## src/rtl/fib_split.sv

```systemverilog
// fib_split: unpacks one marker/data frame into 16-bit Fibonacci values, one bit per clock.
// Revision: 1.0
`default_nettype none

module fib_split (
  input  logic        clk,
  input  logic        rst,
  input  logic [63:0] in_S,
  input  logic [63:0] in_data,
  input  logic        in_valid,
  output logic        in_ready,
  output logic [15:0] out_b,
  output logic        out_valid,
  output logic        done_split,
  output logic [6:0]  fld_cnt,
  output logic        err,
  output logic        ovf
);

  localparam logic [1:0] ST_IDLE = 2'd0;
  localparam logic [1:0] ST_SCAN = 2'd1;
  localparam logic [1:0] ST_DONE = 2'd2;

  logic [1:0]  state_q, state_d;
  logic [63:0] s_q, s_d;
  logic [63:0] data_q, data_d;
  logic [5:0]  idx_q, idx_d;
  logic [15:0] acc_q, acc_d;
  logic [4:0]  len_q, len_d;
  logic [6:0]  cnt_q, cnt_d;
  logic [15:0] out_b_q, out_b_d;
  logic        out_valid_q, out_valid_d;
  logic        done_q, done_d;
  logic [6:0]  fld_cnt_q, fld_cnt_d;
  logic        err_q, err_d;
  logic        ovf_q, ovf_d;

  logic [15:0] acc_upd;
  logic [63:0] s_above;
  logic        last_bit;

  // Marks strictly above the current bit; none left means the frame is finished.
  assign s_above  = (s_q >> idx_q) >> 1;
  assign last_bit = (idx_q == 6'd63) || (s_above == 64'd0);

  always_ff @(posedge clk or negedge rst) begin
    if (!rst) begin
      state_q     <= ST_IDLE;
      s_q         <= '0;
      data_q      <= '0;
      idx_q       <= '0;
      acc_q       <= '0;
      len_q       <= '0;
      cnt_q       <= '0;
      out_b_q     <= '0;
      out_valid_q <= 1'b0;
      done_q      <= 1'b0;
      fld_cnt_q   <= '0;
      err_q       <= 1'b0;
      ovf_q       <= 1'b0;
    end else begin
      state_q     <= state_d;
      s_q         <= s_d;
      data_q      <= data_d;
      idx_q       <= idx_d;
      acc_q       <= acc_d;
      len_q       <= len_d;
      cnt_q       <= cnt_d;
      out_b_q     <= out_b_d;
      out_valid_q <= out_valid_d;
      done_q      <= done_d;
      fld_cnt_q   <= fld_cnt_d;
      err_q       <= err_d;
      ovf_q       <= ovf_d;
    end
  end

  // The done pulse cycle is already IDLE but is not yet ready for a new frame.
  always_comb begin
    state_d = state_q;
    case (state_q)
      ST_IDLE: if (in_valid && !done_q) state_d = (in_S == 64'd0) ? ST_DONE : ST_SCAN;
      ST_SCAN: if (last_bit) state_d = ST_DONE;
      ST_DONE: state_d = ST_IDLE;
      default: state_d = ST_IDLE;
    endcase
  end

  always_comb begin
    s_d         = s_q;
    data_d      = data_q;
    idx_d       = idx_q;
    acc_d       = acc_q;
    len_d       = len_q;
    cnt_d       = cnt_q;
    out_b_d     = out_b_q;
    out_valid_d = 1'b0;
    done_d      = 1'b0;
    fld_cnt_d   = fld_cnt_q;
    err_d       = err_q;
    ovf_d       = ovf_q;
    acc_upd     = acc_q;
    case (state_q)
      ST_IDLE: begin
        if (in_valid) begin
          if (done_q) begin
            ovf_d = 1'b1;
          end else begin
            s_d    = in_S;
            data_d = in_data;
            idx_d  = '0;
            acc_d  = '0;
            len_d  = '0;
            cnt_d  = '0;
          end
        end
      end
      ST_SCAN: begin
        if (in_valid) ovf_d = 1'b1;
        if (len_q < 5'd16) begin
          acc_upd[len_q[3:0]] = data_q[idx_q];
          len_d = len_q + 5'd1;
        end else begin
          err_d = 1'b1;
        end
        acc_d = acc_upd;
        if (s_q[idx_q]) begin
          out_b_d     = acc_upd;
          out_valid_d = 1'b1;
          acc_d       = '0;
          len_d       = '0;
          cnt_d       = cnt_q + 7'd1;
        end
        if (!last_bit) idx_d = idx_q + 6'd1;
      end
      ST_DONE: begin
        if (in_valid) ovf_d = 1'b1;
        done_d    = 1'b1;
        fld_cnt_d = cnt_q;
      end
      default: ;
    endcase
  end

  always_comb begin
    in_ready   = (state_q == ST_IDLE) && !done_q;
    out_b      = out_b_q;
    out_valid  = out_valid_q;
    done_split = done_q;
    fld_cnt    = fld_cnt_q;
    err        = err_q;
    ovf        = ovf_q;
  end

endmodule

`default_nettype wire

```

## config.mk

```make
export PLATFORM = sky130hd
export DESIGN_NAME = fib_split
export DESIGN_NICKNAME = d
export VERILOG_FILES = /design/src/rtl/fib_split.sv
export SDC_FILE = /design/constraint.sdc
export NUM_CORES = 1
export LEC_CHECK = 0
export ABC_CLOCK_PERIOD_IN_PS = 5900
export BUFFER_PORTS_ARGS = -buffer_cell sky130_fd_sc_hd__buf_2
export CAP_MARGIN = 0
export CORE_UTILIZATION = 50
export CTS_BUF_LIST = sky130_fd_sc_hd__clkbuf_8
export CTS_CLUSTER_DIAMETER = 150
export CTS_CLUSTER_SIZE = 20
export DETAILED_ROUTE_END_ITERATION = 10
export HOLD_SLACK_MARGIN = 0.02
export PLACE_DENSITY = 0.71
export REMOVE_ABC_BUFFERS = 1
export SLEW_MARGIN = 20
export SYNTH_ARGS = -nofsm -noshare
export SYNTH_HDL_FRONTEND = slang
export SYNTH_SLANG_ARGS = --single-unit
export TNS_END_PERCENT = 1
```

## constraint.sdc

```tcl
create_clock -name clk -period 5.9 [get_ports clk]
set_clock_uncertainty 0.05 [all_clocks]
set_input_delay 1.18 -clock clk [delete_from_list [all_inputs] [get_ports clk]]
set_output_delay 1.18 -clock clk [all_outputs]
set_load 0.01 [all_outputs]
```

After elaboration in Yosys (flattened, before gate mapping)
Index checks and enable logic that the tools add are counted.
{"block": "word_totals", "register_bits": 191, "in_bits": 131, "out_inout_bits": 28, "word_cells": 91}
{"block": "op_classes", "add_sub_neg": 3, "n_lt_le_gt_ge": 4, "eq_ne": 12, "n_shift": 1, "n_mux": 36, "bitwise_logic": 2, "reduce_logical": 20}
{"op": "$logic_not 64->1", "n": 2}
{"op": "$mux 16", "n": 4}
{"op": "$shr 64x6->64", "n": 1}
{"op": "$pmux 16 s2", "n": 1}
{"op": "$mux 7", "n": 3}
{"op": "$mux 5", "n": 4}
{"op": "$mux 6", "n": 3}
{"op": "$bwmux 16", "n": 1}
{"op": "$reduce_and 4->1", "n": 4}
{"op": "$ne 2x2->1 const B", "n": 7}
{"op": "$pmux 7 s2", "n": 1}
{"op": "$bmux 1 s6", "n": 2}
{"op": "$pmux 6 s2", "n": 1}
{"op": "$pmux 5 s2", "n": 1}
{"op": "$mux 1", "n": 9}
{"op": "$add 7x1->7 const B", "n": 1}
{"op": "$lt 6x7->1 const B", "n": 1}
{"op": "$add 6x1->6 const B", "n": 1}
{"op": "$eq 6x6->1 const B", "n": 1}
{"op": "$mux 2", "n": 3}
{"op": "$reduce_and 2->1", "n": 3}
{"op": "$reduce_and 3->1", "n": 2}
{"op": "$add 5x1->5 const B", "n": 1}
{"op": "$lt 4x5->1 const B", "n": 1}
{"op": "other kinds (16)", "n": 20}

Logic depth before layout (Yosys ltp)
{"block": "logic_depth", "ltp_word": 8, "mapped_depth": 16, "depth_no_buf": 10}

Worst setup path before layout
Ideal clock, no wire load.
{"block": "synth_path", "kind": "register to register", "startpoint": "register idx_q[0]", "endpoint": "register idx_q[4]", "setup_ps": 120, "t_arrival_ps": 3044, "required_time_ps": 5730, "setup_slack_ps": 2687, "stages_incl_launch_ff": 15, "path_buffers": 5, "synth_period_minus_slack_ps": 3213, "path_cell_list": "dfrtp_1 buf_6 buf_12 buf_8 buf_6 a211o_1 mux4_2 nor4b_2 a41o_1 o211ai_1 o31ai_1 a32oi_2 buf_6 mux2i_1 a31o_1"}
{"block": "synth_via", "elab_chain_len": 5, "elab_cells_between_ends": 9, "cone_classes": "add/sub (1); eq/ne (2); shift (1); mux (2); reduce/logical (3)"}
{"element": "start: declaration", "line": "27", "source": "logic [5:0] idx_q, idx_d;"}
{"element": "start signal: assignment", "line": "65", "source": "idx_q <= idx_d;"}
{"element": "$shr 64x6->64", "line": "43", "source": "assign s_above = (s_q >> idx_q) >> 1;"}
{"element": "$logic_not 64->1", "line": "44", "source": "assign last_bit = (idx_q == 6'd63) || (s_above == 64'd0);"}
{"element": "$logic_or 1x1->1", "line": "44"}
{"element": "$ne 2x2->1 (no source line)"}
{"element": "$reduce_and 4->1 (no source line)"}
Several ways; a longest one is shown, not always the timed one. The select of a mux whose other input is x is not followed.
A chain may end at the register's enable or synchronous reset.

Final worst setup path
Ends and elaborated chain as after synthesis.

==> impl_metrics.env <==
export IMPL_maxSlewHeadroom_pct=27.38
export IMPL_hold_path_class="reg -> reg"
export IMPL_rsz0062_at_grt="false"
export IMPL_p_seq_share_pct=36.0
export IMPL_worstPathCellList="buf_4, nor2b_1, a211oi_1, a32oi_1, mux4_2, a21oi_1, o21ai_1, o311ai_2, a32oi_2, mux2i_1, a31o_1"
export IMPL_cp_depth=11
export IMPL_globalplace_congestion=0.9907
export IMPL_reg2reg_setup_slack_ps=1520
export IMPL_routed_top_layer="met4"
export IMPL_vias_per_cell=6.220
export IMPL_areaGrowthSynthToFinish_pct=10.98
export IMPL_powerDensity_nw_per_um2=542.9
export IMPL_drive_above_1_share_pct=34.20
export IMPL_worst_pin_slew_ps=1089
export IMPL_avgSynthCellArea_um2=10.99
export IMPL_slowest_delay_ps=950
export IMPL_rows=55
export IMPL_dp_hpwl_mm=20.12
export IMPL_worst_path_max_delay_cell="dfrtp_4"
export IMPL_synth_edf_count=0
export IMPL_startpoint="idx_q[0]"
export IMPL_met3WireLength_mm=1.761
export IMPL_path_class="reg -> reg"
export IMPL_drt_met1_wl_mm=12.98
export IMPL_ys_flop_type="dfrtp_1"
export IMPL_synth_warnings=0
export IMPL_antenna_found_initial=2
export IMPL_cts_tree="done"
export IMPL_route_detailed_drc=0
export IMPL_die_area_um2=23780
export IMPL_yosysTopAreaCell="dfrtp_1"
export IMPL_ir_drop_uv=250.7
export IMPL_syn_inst=1054
export IMPL_grt_pass1_wl_mm=46.40
export IMPL_core_area_um2=22710
export IMPL_finish_instance_area_um2=12850
export IMPL_postCtsSetupBuffers=0
export IMPL_switchingPower_w=0.002985
export IMPL_synth_seq_cells=191
export IMPL_synth_area_um2=11580
export IMPL_place_area_um2=12460
export IMPL_path_max_fanout=61
export IMPL_worstSkewPairLatency_ps=480
export IMPL_p_int_w=0.003992
export IMPL_wl_met2_mm=13.34
export IMPL_totalWireLength_mm=28.76
export IMPL_reg2reg_from="idx_q[0]"
export IMPL_worstPathArrival_ps=4690
export IMPL_cts_resized=0
export IMPL_die_h_um=154.2
export IMPL_endpoint_kind="register"
export IMPL_crit_end="idx_q[4]"
export IMPL_post_place_cells=1441
export IMPL_status="finished clean"
export IMPL_setup_ws_ps=1517
export IMPL_grt_overflow_total=0
export IMPL_required_ps=6210
export IMPL_async_reset_ff_share_pct=100.0
export IMPL_firstDrtPassIters=5
export IMPL_grt_max_degree=89
export IMPL_layout_nets=1315
export IMPL_htree_levels=4
export IMPL_synth_distinct_cells=80
export IMPL_drv_slew=0
export IMPL_crit_buf_inv=1
export IMPL_drtIter0Drc=744
export IMPL_p_leak_nw=5.439
export IMPL_switching_share_pct=42.78
export IMPL_cts_hold_buf=0
export IMPL_place_worst_setup_slack_ps=1601
export IMPL_ioPinCount=159
export IMPL_final_cells=1474
export IMPL_routedWlPerCell_um=19.51
export IMPL_hold_viol=0
export IMPL_pwr_share_comb_pct=51.8
export IMPL_grt_pass1_vias=8788
export IMPL_cp_top_family="compound AO/OA/AOI/OAI gates"
export IMPL_netlist_top_cells_area="dfrtp_1 (41%), mux2_2 (14%), mux4_2 (7.2%)"
export IMPL_fmax_ghz=0.2282
export IMPL_whs_path_depth=1
export IMPL_clkSinkCount=191
export IMPL_worstSetupStartpointType="register"
export IMPL_p_clk_share_pct=12.2
export IMPL_via_count=9168
export IMPL_cts_buffers_inserted=17
export IMPL_die_w_um=154.2
export IMPL_rr_endpoint="idx_q[4]"
export IMPL_finalCriticalPeriod_ps=4383
export IMPL_grt_use_total_pct=24.71
export IMPL_start_util_pct=51.00
export IMPL_max_cap_violations=0
export IMPL_numPortBuffers=158
export IMPL_seq_area_frac_synth_pct=41.27
export IMPL_clock_root_buffer="clkbuf_8"
export IMPL_synth_top_area_share_pct=41.27
export IMPL_rr_worst_depth=11
export IMPL_cts_buffer_depth=2
export IMPL_finalSetupViolCount=0
export IMPL_clk_pin_slew_ps=100
export IMPL_drtAntennaViolNets=0
export IMPL_post_route_period_util_pct=74.29
==> placed cells by master, fill, tap and decap left out, types with 25 or more instances in the layout <==
master,instances
a21oi_1,50
buf_2,157
nor2_1,72
mux2_2,144
mux2i_1,72
mux4_2,37
nor3_1,34
nand2_1,49
dfrtp_1,189
nor4_1,25
o21ai_0,42
==> worst min path at each step <==
| stage | startpoint | end | slack (ps) |
|---|---|---|---|
| 5_1_grt | ovf | ovf | 460 |
| 3_3_place_gp | acc_q[2] | acc_q[2] | 410 |
| 4_1_cts | err | err | 440 |
| 6_report | err | err | 430 |
| 2_1_floorplan | acc_q[0] | acc_q[0] | 400 |
| 3_5_place_dp | acc_q[11] | acc_q[11] | 420 |
==> kinds of logic after synthesis <==
| group | Yosys count | share of synthesized area, % |
|---|---|---|
| XOR/XNOR | 7 | 0.5293 |
| AND/OR/NAND/NOR | 282 | 12.37 |
| flip-flops | 191 | 41.27 |
| multiplexers | 256 | 27.74 |
| buffers and inverters | 94 | 4.245 |
| adder cells (fa/ha/maj) | 9 | 0.9723 |
| AO/OA/AOI/OAI | 215 | 12.88 |
==> layout make-up <==
| class | instances | area, um^2 |
|---|---|---|
| inverter | 20 | 75.07 |
| fill | 1986 | 9856 |
| multi-input combinational | 769 | 6314 |
| clock inverter | 14 | 150.1 |
| sequential | 191 | 4785 |
| tap | 285 | 356.6 |
| clock buffer | 17 | 234.0 |
| timing repair buffer | 176 | 934.6 |
| antenna | 2 | 5.005 |
==> stage by stage <==
stage / total power [W] / utilization [%] / hold slack [ps] / setup TNS (ps)
floorplan: 0.005303 / - / 399.2 / -29080
global placement: 0.006002 / 54.89 / 411.6 / 0
detailed placement: 0.006091 / 54.89 / 419.8 / 0
CTS: 0.006954 / 56.58 / 440.7 / 0
global route: 0.007456 / 56.60 / 458.0 / 0
finish: 0.006978 / 56.60 / 434.8 / 0
==> per-layer routing <==
metal / global-route usage [%] / vias to the layer above
met4: 7.857 / 0
met1: 34.91 / 4537
met3: 4.511 / 47
met2: 38.66 / 342
met5: 0 / -
li1: - / 4242
==> synth_stat cells, drive strengths merged, types with 10 or more instances <==
cell     instances
a2111oi         10
a211oi          15
a21o            10
a21oi           50
and2            14
buf             43
clkbuf          31
dfrtp          191
inv             18
mux2           147
mux2i           72
mux4            37
nand2           49
nand2b          17
nand3           19
nand4           11
nor2            74
nor2b           17
nor3            34
nor4            25
o21ai           44
o22ai           10
==> state kept, by name, summed over array words and instances (netlist names) <==
register    count
data_q         64
s_q            64
acc_q          16
out_b          16
cnt_q           7
fld_cnt         7
idx_q           6
len_q           5
state_q         2
done_split      1
err             1
out_valid       1
ovf             1
==> power by group through the flow <==
stage               sequential (W)  clock (W)  combinational [W]
floorplan                  0.00246          0            0.00284
global placement           0.00250          0            0.00350
detailed placement         0.00253          0            0.00356
CTS                        0.00250   0.000873            0.00358
global route               0.00261   0.000915            0.00393
finish                     0.00251   0.000851            0.00361
==> worst reg2reg max path, cell delays in order, from the launching register on <==
cell      delay (ps)
dfrtp_4          950
buf_4            560
nor2b_1          130
a211oi_1         460
a32oi_1          200
mux4_2           500
a21oi_1          150
o21ai_1           90
o311ai_2         370
a32oi_2          390
mux2i_1          210
a31o_1           210
Note: power is estimated with default switching activity, not from simulation.
